--- src/rtl/divisor_arbitro_2req.sv ---
// Two-port round-robin front end for a shared 4-bit sequential divider.
// Divide-by-zero is answered locally; a hung divider is aborted after TIMEOUT_CYC wait cycles.
module divisor_arbitro_2req #(
   parameter int DATA_W      = 4,
   parameter int TIMEOUT_CYC = 8
) (
   input  logic              clk,
   input  logic              rst,
   input  logic              req0_valid,
   output logic              req0_ready,
   input  logic [DATA_W-1:0] req0_dividendo,
   input  logic [DATA_W-1:0] req0_divisor,
   input  logic              req1_valid,
   output logic              req1_ready,
   input  logic [DATA_W-1:0] req1_dividendo,
   input  logic [DATA_W-1:0] req1_divisor,
   output logic              resp_valid,
   input  logic              resp_ready,
   output logic              resp_id,
   output logic [DATA_W-1:0] resp_quociente,
   output logic [DATA_W-1:0] resp_resto,
   output logic              resp_dz,
   output logic              resp_err,
   output logic              div_start,
   output logic [DATA_W-1:0] div_dividendo,
   output logic [DATA_W-1:0] div_divisor,
   input  logic [DATA_W-1:0] div_quociente,
   input  logic [DATA_W-1:0] div_resto,
   input  logic              div_done,
   output logic              busy
);

   localparam int CNT_W = $clog2(TIMEOUT_CYC + 1);

   typedef enum logic [1:0] {IDLE, START, WAIT, RESP} state_t;

   state_t             state;
   logic               last_grant;
   logic [CNT_W-1:0]   wait_cnt;
   logic               grant_any;
   logic               grant_id;
   logic               accept;
   logic [DATA_W-1:0]  sel_dividendo;
   logic [DATA_W-1:0]  sel_divisor;

   // On a tie the port that did not win last time gets the divider.
   assign grant_any     = req0_valid | req1_valid;
   assign grant_id      = (req0_valid && req1_valid) ? ~last_grant : req1_valid;
   assign accept        = rst && (state == IDLE) && grant_any;
   assign req0_ready    = accept && !grant_id;
   assign req1_ready    = accept && grant_id;
   assign sel_dividendo = grant_id ? req1_dividendo : req0_dividendo;
   assign sel_divisor   = grant_id ? req1_divisor   : req0_divisor;
   assign busy          = (state != IDLE);

   always_ff @(posedge clk or negedge rst) begin
      if (!rst) begin
         state          <= IDLE;
         last_grant     <= 1'b1;
         wait_cnt       <= '0;
         resp_valid     <= 1'b0;
         resp_id        <= 1'b0;
         resp_quociente <= '0;
         resp_resto     <= '0;
         resp_dz        <= 1'b0;
         resp_err       <= 1'b0;
         div_start      <= 1'b0;
         div_dividendo  <= '0;
         div_divisor    <= '0;
      end else begin
         case (state)
            IDLE: begin
               if (grant_any) begin
                  last_grant    <= grant_id;
                  resp_id       <= grant_id;
                  div_dividendo <= sel_dividendo;
                  div_divisor   <= sel_divisor;
                  if (sel_divisor == '0) begin
                     resp_quociente <= '1;
                     resp_resto     <= sel_dividendo;
                     resp_dz        <= 1'b1;
                     resp_err       <= 1'b0;
                     resp_valid     <= 1'b1;
                     state          <= RESP;
                  end else begin
                     div_start <= 1'b1;
                     state     <= START;
                  end
               end
            end
            // div_done may linger from the previous operation, so it is not looked at here.
            START: begin
               div_start <= 1'b0;
               wait_cnt  <= '0;
               state     <= WAIT;
            end
            WAIT: begin
               if (div_done) begin
                  resp_quociente <= div_quociente;
                  resp_resto     <= div_resto;
                  resp_dz        <= 1'b0;
                  resp_err       <= 1'b0;
                  resp_valid     <= 1'b1;
                  state          <= RESP;
               end else if (wait_cnt == CNT_W'(TIMEOUT_CYC - 1)) begin
                  resp_quociente <= '0;
                  resp_resto     <= '0;
                  resp_dz        <= 1'b0;
                  resp_err       <= 1'b1;
                  resp_valid     <= 1'b1;
                  state          <= RESP;
               end else begin
                  wait_cnt <= wait_cnt + 1'b1;
               end
            end
            RESP: begin
               if (resp_ready) begin
                  resp_valid <= 1'b0;
                  state      <= IDLE;
               end
            end
            default: state <= IDLE;
         endcase
      end
   end

endmodule
--- config.mk ---
export PLATFORM = sky130hd
export DESIGN_NAME = divisor_arbitro_2req
export DESIGN_NICKNAME = d
export VERILOG_FILES = /design/src/rtl/divisor_arbitro_2req.sv
export SDC_FILE = /design/constraint.sdc
export NUM_CORES = 1
export LEC_CHECK = 0
export BUFFER_PORTS_ARGS = -buffer_cell sky130_fd_sc_hd__buf_2
export CAP_MARGIN = 15
export CORE_MARGIN = 5
export CORE_UTILIZATION = 44
export DETAILED_ROUTE_END_ITERATION = 8
export PLACE_DENSITY = 0.75
export SYNTH_ARGS = -nofsm -noshare
export SYNTH_HDL_FRONTEND = slang
export SYNTH_SLANG_ARGS = --single-unit
--- constraint.sdc ---
create_clock -name clk -period 2.1 [get_ports clk]
set_clock_uncertainty 0.1 [all_clocks]
set_input_delay 0.105 -clock clk [delete_from_list [all_inputs] [get_ports clk]]
set_output_delay 0.105 -clock clk [all_outputs]
set_load 0.02 [all_outputs]
### Word-level counts from Yosys, hierarchy flattened

Index checks and enable logic that the tools add are counted.
W data, S select, Z words.

* bits in read-only memories: 0
* output and inout port bits: 24
* memories: 0
* input bits: 30
* latch bits: 0
* RAM bits: 0
* word-level logic and storage cells: 82
* register bits after elaboration: 28

* div/mod/pow operators: 0
* bitwise gates (word level): 2
* shift-type cells: 0
* magnitude comparators: 0
* equal/unequal tests: 11
* add/sub/neg operators: 1
* mux-type cells: 37
* reductions and logical operators: 19
* $mul: 0

Operators with widths (count)
* $mux W4: 11
* $pmux W4 S2: 3
* $mux W1: 13
* $mux W2: 5
* $ne A2 B2 Y1 const B: 5
* $reduce_and A3 Y1: 3
* $pmux W2 S4: 1
* $reduce_bool A2 Y1: 4
* $pmux W1 S2: 3
* $logic_and A1 B1 Y1: 5
* $reduce_and A5 Y1: 1
* $add A4 B1 Y4 const B: 1
* $eq A2 B2 Y1 const B: 2
* $eq A4 B3 Y1 const B: 1
* $logic_not A4 Y1: 1
* $reduce_and A4 Y1: 1
* $ne A3 B3 Y1 const B: 1
* $pmux W1 S3: 1
* $reduce_bool A3 Y1: 1
* $eq A2 B1 Y1 const B: 1
* $logic_not A2 Y1: 1
* $ne A2 B1 Y1 const B: 1
* $reduce_and A2 Y1: 1
* $logic_not A1 Y1: 1
* 2 further kinds: 2

### Depth between registers and ports, before layout

Gate-level depths: netlist of the first run.

* depth after elaboration: 7
* gate-level depth with buffers: 7

### Worst setup path before layout of the first run

OpenSTA, ideal clock, no wires.

* path kind: register to register
* start point: register state[0]
* end point: register resp_dz
* arrival: 1.860 ns
* stages on the path, launching flop included: 8
* clock period less this slack: 2.085 ns
* setup time: 0.125 ns
* slack: 0.015 ns
* data required time: 1.875 ns
* cell sequence: dfrtp_1 inv_1 ha_1 buf_2 or3b_2 o21ai_0 a211oi_4 mux2_2

* longest elaborated chain between the ends: 3
* elaborated cells on any way between the ends: 8
* classes of those cells: eq/ne (4); mux (1); reduce/logical (3)

RTL lines
* start, declared: RTL line 37 `state_t state;`
* start signal, assigned: RTL line 58 `state <= IDLE;`
* start signal, assigned: RTL line 84 `state <= RESP;`
* start signal, assigned: RTL line 87 `state <= START;`
* $eq A2 B2 Y1 or $logic_not A2 Y1 (tied branches): RTL line 71 `case (state)`
* $ne A3 B3 Y1 (no source line), or another cell as far along
* $reduce_and A4 Y1 (no source line)
* end signal, assigned: RTL line 65 `resp_dz <= 1'b0;`
* end signal, assigned: RTL line 81 `resp_dz <= 1'b1;`
* end signal, assigned: RTL line 101 `resp_dz <= 1'b0;`
* end, declared: RTL line 22 `output logic resp_dz,`

Parallel ways exist; a longest one is shown, timed or not.
A chain may end at the register's enable or synchronous reset.

### Final worst setup path of the first run

Ends and elaborated chain as after synthesis.

==> results_dict.tcl, run 1 <==
set metrics [dict create \
    antenna_left 0 \
    die_h_um 67.6 \
    clock-sinks 28 \
    synthArstFlopShare_pct 100 \
    via_per_inst 4.92 \
    synth_mux_area_share_pct 15.3 \
    crit_type "flip-flop to flip-flop" \
    pin_count 54 \
    root_buffer "clkbuf_4" \
    seq_area_sq_um 702 \
    post-synth-top-area-cell "dfrtp_1" \
    peakVddDrop_mv 0.469 \
    fill_cells 251 \
    cts_buffers 3 \
    max_freq_mhz 490 \
    switching_power_mw 1.17 \
    ys_types 30 \
    ys.flop_type "dfrtp_1" \
    antenna_cells 0 \
    yosysWarnings 0 \
    cp-start-kind "flip-flop" \
    antenna_found_initial 0 \
    clk_pin_slew_worst_paths_ns 0.15 \
    multi_input_area_sq_um 726 \
    start_util_pct 44.5 \
    synthXorXnorAreaFrac_pct 1.20 \
    synth_top_area_share_pct 46.3 \
    reg2reg_depth 7 \
    synth_area_leaders "dfrtp_1 46%, mux2_2 7.7%, mux2i_1 7.5%, ha_1 5.1%, o21ai_0 5.1%" \
    grt_overflow 0 \
    power.density_nw_per_um2 1350 \
    hold_depth 4 \
    synth_simple_gate_area_share_pct 12.4 \
    synth_compound_area_share_pct 13.9 \
    syn2layout_area_growth_pct 47.1 \
    portBuffers 53 \
    r2r-start "state[0]$_DFFE_PN0P_" \
    p_comb_share_pct 57.4 \
    seq_power_share_pct 30.5 \
    setup_viol 0 \
    p_int_mw 1.74 \
    routed_wirelength_mm 3.79 \
    status "finished, final reports clean" \
    r2r-end "resp_dz$_DFFE_PN0P_" \
    synth_adder_area_share_pct 5.14 \
    clk_path_buf_depth 2 \
    hold_viol 0 \
    syn_area_per_cell_sq_um 10.2 \
    firstDrtPassIters 4 \
    setup_tns_ns 0 \
    timing.max_cap.violations 0 \
    place_area_sq_um 1830 \
    worst_skew_pair.late_latency_ns 0.33 \
    ys_seq_area_share_pct 48.1 \
    layout-drive-gt1-share_pct 40.1 \
    yosysMostFrequentCell "dfrtp_1" \
    drcViolationCount 0 \
    finish.utilization_pct 65.4 \
    hold_path_class "primary input to flip-flop" \
    ys_ff_latch 28 \
    h-tree-depth 1 \
    hp-start "div_quociente[2]" \
    die_area_sq_um 4570 \
    num_rows 21 \
    grt_pass1_vias 1298 \
    cp_max_fo 10 \
    core-area_sq_um 3280 \
    rsz0062_at_grt "false" \
    drtIter0Drc 85 \
    total_power_mw 2.90 \
    syn-cell-area_sq_um 1460 \
    worst_pin_slew_ns 0.387 \
    slew_headroom_pct 73.4 \
    grt_max_degree 20 \
    synthCells 143 \
    leakage_nw 1.03 \
    synth_top_family_by_area "multiplexers" \
    fin_area_sq_um 2150 \
    p_clk_share_pct 12.2 \
    vias 1344 \
    cts_tree "yes" \
    rrSetupSlack_ns 0.06 \
    cp-end-kind "flip-flop" \
    grt_pass1_wl_mm 5.79 \
    synth_top_cells_by_count "27 x dfrtp_1, 18 x nand2_1, 15 x o21ai_0" \
    routabilityCongestion 0.782 \
    avgRoutedWirePerCell_um 13.9 \
    grt_usage_pct 16.7 \
    worstPathRequired_ns 2.24 \
    die_x_um 67.6 \
    period_minus_slack_ns 2.04 \
    syn_nets 179 \
    drv_slew 0 \
    holdWs_ns 0.0188 \
    hpwl_mm 2.65 \
    p_sw_share_pct 40.2 \
    cp.arrival_ns 2.18 \
    period_share_pct 97.2 \
    synth_edf_count 0 \
    hold_path_end "resp_quociente[2]$_DFFE_PN0P_" \
    nets 264 \
]
==> cell usage in the layout (no fill, tap or decap), types with 2 or more instances in the layout <==
cell	count
dlygate4sd3_1	19
dfrtp_1	27
mux2_2	10
nand3_1	6
nor3_1	3
clkbuf_4	3
o21ai_1	2
xnor2_1	2
a211oi_1	2
buf_4	12
inv_1	7
a21oi_1	7
mux2i_1	11
o21ai_0	14
buf_2	53
nor2_1	5
ha_1	5
nand2_1	18
inv_2	2
==> worst max-delay path by stage <==
stage                          from                       endpoint  depth (start not counted)
6_report       state[0]$_DFFE_PN0P_            resp_dz$_DFFE_PN0P_                          7
5_1_grt             req0_divisor[2]         resp_valid$_DFFE_PN0P_                          7
4_1_cts        state[0]$_DFFE_PN0P_            resp_dz$_DFFE_PN0P_                          7
3_5_place_dp   state[0]$_DFFE_PN0P_            resp_dz$_DFFE_PN0P_                          6
3_3_place_gp   state[0]$_DFFE_PN0P_  resp_quociente[0]$_DFFE_PN0P_                          6
2_1_floorplan  state[0]$_DFFE_PN0P_            resp_dz$_DFFE_PN0P_                          7
==> cell type report <==
class / count / share of cell area (%)
clock inverter: 1 / 1.40
sequential: 28 / 32.7
inverter: 9 / 1.57
tap: 46 / 2.68
timing repair buffer: 86 / 26.8
clock buffer: 3 / 1.05
multi-input combinational: 100 / 33.8
==> stage by stage <==
step                setup WS [ns]  cells
global placement           0.0240    246
detailed placement        -0.0367    246
global route              0.00727    273
finish                     0.0592    273
floorplan                  0.0151    143
CTS                       0.00482    269
==> critical path: stages, from the launching register on <==
cell and delay, ns:
dfrtp_1 0.44, inv_2 0.12, ha_4 0.15, or3b_2 0.47, o21ai_1 0.17, a211oi_4 0.08, buf_12 0.16, mux2_2 0.27
==> per-layer routing <==
metal | GRT usage (%) | vias to the layer above | part of all wire (%)
met3 | 3.00 | 5 | 6.5
met5 | 0 | - | 0
met1 | 19.0 | 633 | 40
met4 | 5.06 | 0 | 0.79
met2 | 31.3 | 40 | 52
li1 | - | 666 | -
==> cell families (layout without fill, tap and decap cells) <==
family / after synthesis / count (layout)
buffers and inverters: 15 / 99
xor gates and xnor gates: 2 / 2
AOI/OAI and AO/OA: 32 / 32
and+or+nand+nor: 39 / 39
muxes: 21 / 21
DFF: 28 / 28
adders and majority gates: 6 / 6
==> power groups by stage <==
| stage | Combinational [mW] | Clock, mW | Sequential, mW |
|---|---|---|---|
| 2_1_floorplan | 0.762 | 0 | 1.10 |
| 3_3_place_gp | 1.41 | 0 | 0.887 |
| 3_5_place_dp | 1.44 | 0 | 0.895 |
| 4_1_cts | 1.56 | 0.361 | 0.884 |
| 5_1_grt | 1.83 | 0.378 | 0.910 |
| 6_report | 1.67 | 0.353 | 0.885 |
==> timing repair <==
item / in CTS / in global routing
buffers inserted: 1 / 3
endpoints found under the hold margin: 38 / 1
endpoints found under the setup margin: 9 / 11
pin swaps: 1 / 0
resized for setup: 1 / 7
hold buffers: 18 / 1
==> sequential cells by signal, summed over array words and instances, names as in the netlist <==
register,cells
div_dividendo,4
div_divisor,4
resp_quociente,4
resp_resto,4
wait_cnt,4
state,2
div_start,1
last_grant,1
resp_dz,1
resp_err,1
resp_id,1
resp_valid,1
No activity file was read; power rests on OpenSTA's default activity.
==> run 2, diff against run 1 <==
BUFFER_PORTS_ARGS = -buffer_cell sky130_fd_sc_hd__buf_4   (was -buffer_cell sky130_fd_sc_hd__buf_2)
CORE_UTILIZATION = 40   (was 44)
PLACE_DENSITY = 0.7   (was 0.75)
==> run 2 against run 1 <==
Fmax increased by 1.6%. Design area shrank 3.2%. Clock power increased by 19%. Combinational power barely moved. First-iteration DRC count decreased by 22%. Setup slack better by 0.032 ns. Non-clock buffer count decreased by 22. Critical endpoint unchanged. Largest power group unchanged.
==> results_dict.tcl, run 2 (same netlist as run 1, synthesis figures left out) <==
set metrics [dict create \
    portBuffers 53 \
    firstDrtPassIters 4 \
    drtIter0Drc 66 \
    seq_power_share_pct 30.3 \
    die_area_sq_um 4960 \
    layout-drive-gt1-share_pct 40.5 \
    grt_overflow 0 \
    hpwl_mm 2.94 \
    peakVddDrop_mv 0.589 \
    routabilityCongestion 0.878 \
    cts_tree "yes" \
    period_minus_slack_ns 2.01 \
    hold_path_class "primary input to flip-flop" \
    routed_wirelength_mm 3.73 \
    num_rows 22 \
    leakage_nw 0.980 \
    fin_ws_ns 0.0910 \
    via_per_inst 5.07 \
    start_util_pct 40.5 \
    grt_max_degree 31 \
    syn2layout_area_growth_pct 42.4 \
    fin_area_sq_um 2080 \
    final_common_cell "buf_4" \
    pin_count 54 \
    p_comb_share_pct 55.6 \
    period_share_pct 95.7 \
    avgRoutedWirePerCell_um 14.7 \
    max_freq_mhz 498 \
    die_x_um 70.4 \
    h-tree-depth 1 \
    dp_slack_ns -0.0751 \
    antenna_found_initial 0 \
    antenna_cells 0 \
    worst_pin_slew_ns 0.419 \
    die_h_um 70.4 \
    nets 242 \
    clk_pin_slew_worst_paths_ns 0.09 \
    final_cell_mix "59 x buf_4, 27 x dfrtp_1, 18 x nand2_1" \
    slew_headroom_pct 71.2 \
    crit_type "flip-flop to flip-flop" \
    clock-sinks 28 \
    place_area_sq_um 1950 \
    hold_viol 0 \
    drv_slew 0 \
    cp_max_fo 10 \
    cp.arrival_ns 2.07 \
    grt_pass1_vias 1326 \
    antenna_left 0 \
    core-area_sq_um 3610 \
    root_buffer "clkbuf_8" \
    timing.max_cap.violations 0 \
    cts_buffers 3 \
    status "finished, final reports clean" \
    vias 1283 \
    grt_pass1_wl_mm 6.32 \
    p_clk_share_pct 14.0 \
    power.density_nw_per_um2 1430 \
    drcViolationCount 0 \
    setup_viol 0 \
    switching_power_mw 1.17 \
    clk_path_buf_depth 2 \
    p_sw_share_pct 39.1 \
    p_int_mw 1.81 \
    cp-end-kind "flip-flop" \
    rsz0062_at_grt "false" \
    worst_skew_pair.late_latency_ns 0.28 \
    worstPathRequired_ns 2.16 \
    cp-start-kind "flip-flop" \
    grt_usage_pct 15.7 \
]
## run 2: cell count changes in the layout (fill, tap and decap cells not counted), sizes merged
| cell | previous run | this run |
|---|---|---|
| buf | 67 | 61 |
| dlygate4sd3 | 19 | 3 |
## run 2: through the flow
stage               utilization [%]  total power, mW  hold WS [ns]  std cells  setup TNS (ns)
floorplan                         -             1.86        -0.291        143               0
global placement               54.0             2.41       -0.0601        245               0
detailed placement             54.0             2.47       -0.0491        245          -0.586
CTS                            57.3             2.99        0.0386        253               0
global route                   57.7             3.20        0.0333        253               0
finish                         57.7             2.98        0.0328        253               0
## run 2: power groups by stage
| stage | clock [mW] | sequential [mW] | combinational, mW |
|---|---|---|---|
| after floorplan | 0 | 1.10 | 0.762 |
| after detailed placement | 0 | 0.914 | 1.56 |
| after global placement | 0 | 0.903 | 1.51 |
| final | 0.419 | 0.904 | 1.66 |
| after CTS | 0.436 | 0.905 | 1.65 |
| after global routing | 0.459 | 0.936 | 1.80 |
## run 2: worst paths after layout
path	to	startpoint	cells after the start	slack, ns
hold / removal	div_dividendo[0]$_DFFE_PN0P_	req0_dividendo[0]	3	0.03
min in group asynchronous	div_divisor[2]$_DFFE_PN0P_	rst	2	0.18
setup / recovery	resp_dz$_DFFE_PN0P_	state[1]$_DFFE_PN0P_	7	0.09
max in group asynchronous	last_grant$_DFFE_PN1P_	rst	2	1.41
setup reg to reg	resp_dz$_DFFE_PN0P_	state[1]$_DFFE_PN0P_	7	0.09
hold reg to reg	div_dividendo[0]$_DFFE_PN0P_	div_dividendo[0]$_DFFE_PN0P_	2	0.40
## run 2: final cells by class
| class | instances | area (sq um) |
|---|---|---|
| clock inverter | 1 | 30.0 |
| fill | 314 | 1530 |
| multi-input combinational | 100 | 708 |
| inverter | 9 | 33.8 |
| timing repair buffer | 64 | 504 |
| clock buffer | 3 | 41.3 |
| tap | 48 | 60.1 |
| sequential | 28 | 702 |
## run 2: per-layer routing
| metal | up-vias | part of all wire [%] | global-route usage (%) |
|---|---|---|---|
| li1 | 623 | - | - |
| met1 | 600 | 43 | 20.2 |
| met2 | 53 | 47 | 24.5 |
| met3 | 7 | 7.6 | 4.75 |
| met4 | 0 | 2.3 | 5.96 |
| met5 | - | 0 | 0 |
## run 2: timing repair
action,CTS,global route
setup endpoints to repair,9,10
gates resized for setup,0,5
buffers inserted,1,0
hold buffers,3,0
pin swaps,1,0
endpoints found under the hold margin,29,0
## run 2: worst max-delay path, cell delays in order (launching register included)
cell      delay (ns)
dfrtp_1         0.42
inv_1           0.11
ha_1            0.19
or3b_2          0.49
o21ai_2         0.10
a211oi_4        0.07
buf_12          0.16
mux2_2          0.26
==> run 3, diff against run 2 <==
BUFFER_PORTS_ARGS = unset   (was -buffer_cell sky130_fd_sc_hd__buf_4)
DONT_BUFFER_PORTS = 1   (was unset)
PLACE_DENSITY = unset   (was 0.7)
==> run 3 against run 2 <==
Total power is 8.5% lower. Sequential power is 26% higher. Count of clock-buffer cells in the layout stayed put.
==> results_dict.tcl, run 3 (same netlist as run 1, synthesis figures left out) <==
set metrics [dict create \
    avgRoutedWirePerCell_um 16.7 \
    crit_start "state[1]$_DFFE_PN0P_" \
    leakage_nw 0.821 \
    layout-drive-gt1-share_pct 19.5 \
    place_area_sq_um 1560 \
    r2r-start "state[1]$_DFFE_PN0P_" \
    p_sw_share_pct 41.2 \
    worst_pin_slew_ns 0.365 \
    drv_slew 0 \
    antenna_found_initial 0 \
    die_x_um 70.4 \
    fin_ws_ns 0.102 \
    slowest_delay_ns 0.48 \
    firstDrtPassIters 4 \
    power.density_nw_per_um2 1430 \
    grt_usage_pct 15.2 \
    reg2reg_depth 7 \
    path_depth 7 \
    hold_path_class "primary input to flip-flop" \
    cts_tree "yes" \
    drtIter0Drc 33 \
    grt_overflow 0 \
    die_area_sq_um 4960 \
    dp_slack_ns -0.0771 \
    cp_max_fo 10 \
    p_int_mw 1.60 \
    num_rows 22 \
    antenna_cells 0 \
    period_share_pct 95.2 \
    cts_buffers 3 \
    grt_pass1_vias 1267 \
    slew_headroom_pct 75.0 \
    crit_type "flip-flop to flip-flop" \
    crit_slowest_cell "or3b_2" \
    seq_area_sq_um 702 \
    cp.arrival_ns 2.07 \
    final_common_cell "dfrtp_1" \
    start_util_pct 40.5 \
    fin_area_sq_um 1910 \
    worst_skew_pair.late_latency_ns 0.27 \
    worstPathRequired_ns 2.17 \
    core-area_sq_um 3610 \
    h-tree-depth 1 \
    grt_pass1_wl_mm 6.02 \
    clk_path_buf_depth 2 \
    rsz0062_at_grt "false" \
    routed_wirelength_mm 3.72 \
    antenna_left 0 \
    syn2layout_area_growth_pct 30.6 \
    clock-sinks 28 \
    cp-end-kind "flip-flop" \
    cp-start-kind "flip-flop" \
    critPathCapture "resp_resto[2]$_DFFE_PN0P_" \
    holdWs_ns 0.0124 \
    cp_cell_sequence "inv_1 > ha_1 > or3b_2 > o21ai_2 > a211oi_4 > buf_12 > mux2_2" \
    p_clk_share_pct 15.6 \
    period_minus_slack_ns 2.00 \
    place_inst 194 \
    seq_power_share_pct 41.9 \
    die_h_um 70.4 \
    nets 211 \
    via_per_inst 5.28 \
    grt_max_degree 29 \
    multi_input_area_sq_um 712 \
    timing.max_cap.violations 0 \
    status "finished, final reports clean" \
    finish.utilization_pct 52.9 \
    root_buffer "clkbuf_8" \
    fill_cells 335 \
    crit_buf_inv 2 \
    r2r-end "resp_resto[2]$_DFFE_PN0P_" \
    hold_viol 0 \
    vias 1172 \
    drcViolationCount 0 \
    clk_pin_slew_worst_paths_ns 0.10 \
    p_comb_share_pct 42.4 \
    final_cell_mix "27 x dfrtp_1, 22 x dlygate4sd3_1, 18 x nand2_1" \
    peakVddDrop_mv 0.472 \
    hpwl_mm 2.64 \
    crit_family "simple AND/OR/NAND/NOR gates" \
    routabilityCongestion 0.811 \
    rrSetupSlack_ns 0.10 \
    hp-start "div_done" \
    pin_count 54 \
    switching_power_mw 1.12 \
    max_freq_mhz 500 \
    instances_no_fill 222 \
    portBuffers 0 \
    setup_viol 0 \
]
run 3: changes by cell type in the layout (fill, tap and decap cells not counted):
cell           before  now
o21ai_1             1    0
buf_12              1    2
o21ai_2             1    2
dlygate4sd3_1       3   22
buf_6               1    0
buf_4              59    9
run 3: worst min path at each step:
stage / cells after the start / to / slack (ns)
after CTS: 3 / resp_resto[3]$_DFFE_PN0P_ / 0.01
after floorplan: 0 / div_dividendo[0]$_DFFE_PN0P_ / -0.29
final: 3 / resp_resto[0]$_DFFE_PN0P_ / 0.01
after global placement: 0 / resp_id$_DFFE_PN0P_ / -0.29
after detailed placement: 0 / resp_id$_DFFE_PN0P_ / -0.29
after global routing: 3 / resp_resto[3]$_DFFE_PN0P_ / 0.01
run 3: worst reg2reg max path, cell delays in order, from the launching register on:
cell      delay [ns]
dfrtp_1         0.44
inv_1           0.12
ha_1            0.17
or3b_2          0.48
o21ai_2         0.10
a211oi_4        0.07
buf_12          0.16
mux2_2          0.27
run 3: final cells by class:
class | instances | share of cell area, %
Tap cell | 48 | 3.15
Timing Repair Buffer | 33 | 17.2
Sequential cell | 28 | 36.8
Inverter | 9 | 1.77
Clock buffer | 3 | 2.17
Clock inverter | 1 | 1.57
Multi-Input combinational cell | 100 | 37.3
run 3: per-layer routing:
metal  global-route usage [%]  part of all wire, %  up-vias
met5                        0                    0        -
met3                     6.76                   10        6
li1                         -                    -      561
met2                     26.1                   50       52
met4                     5.11                  1.3        0
met1                     16.6                   38      553
run 3: repair_timing:
item,4_1_cts,5_1_grt
hold buffers,23,0
setup buffers,1,0
hold endpoints to repair,41,0
pin swaps,1,0
gates resized for setup,1,4
endpoints found under the setup margin,9,10
run 3: stage by stage:
step	TNS [ns]	power [mW]
floorplan	0	1.86
global placement	0	2.09
detailed placement	-0.607	2.15
CTS	0	2.74
global route	0	2.91
finish	0	2.73
run 3: power groups by stage:
stage          combinational (mW)  clock, mW  sequential, mW
6_report                     1.16      0.426            1.14
5_1_grt                      1.28      0.451            1.17
4_1_cts                      1.15      0.435            1.15
3_5_place_dp                0.998          0            1.16
3_3_place_gp                0.943          0            1.14
2_1_floorplan               0.762          0            1.10
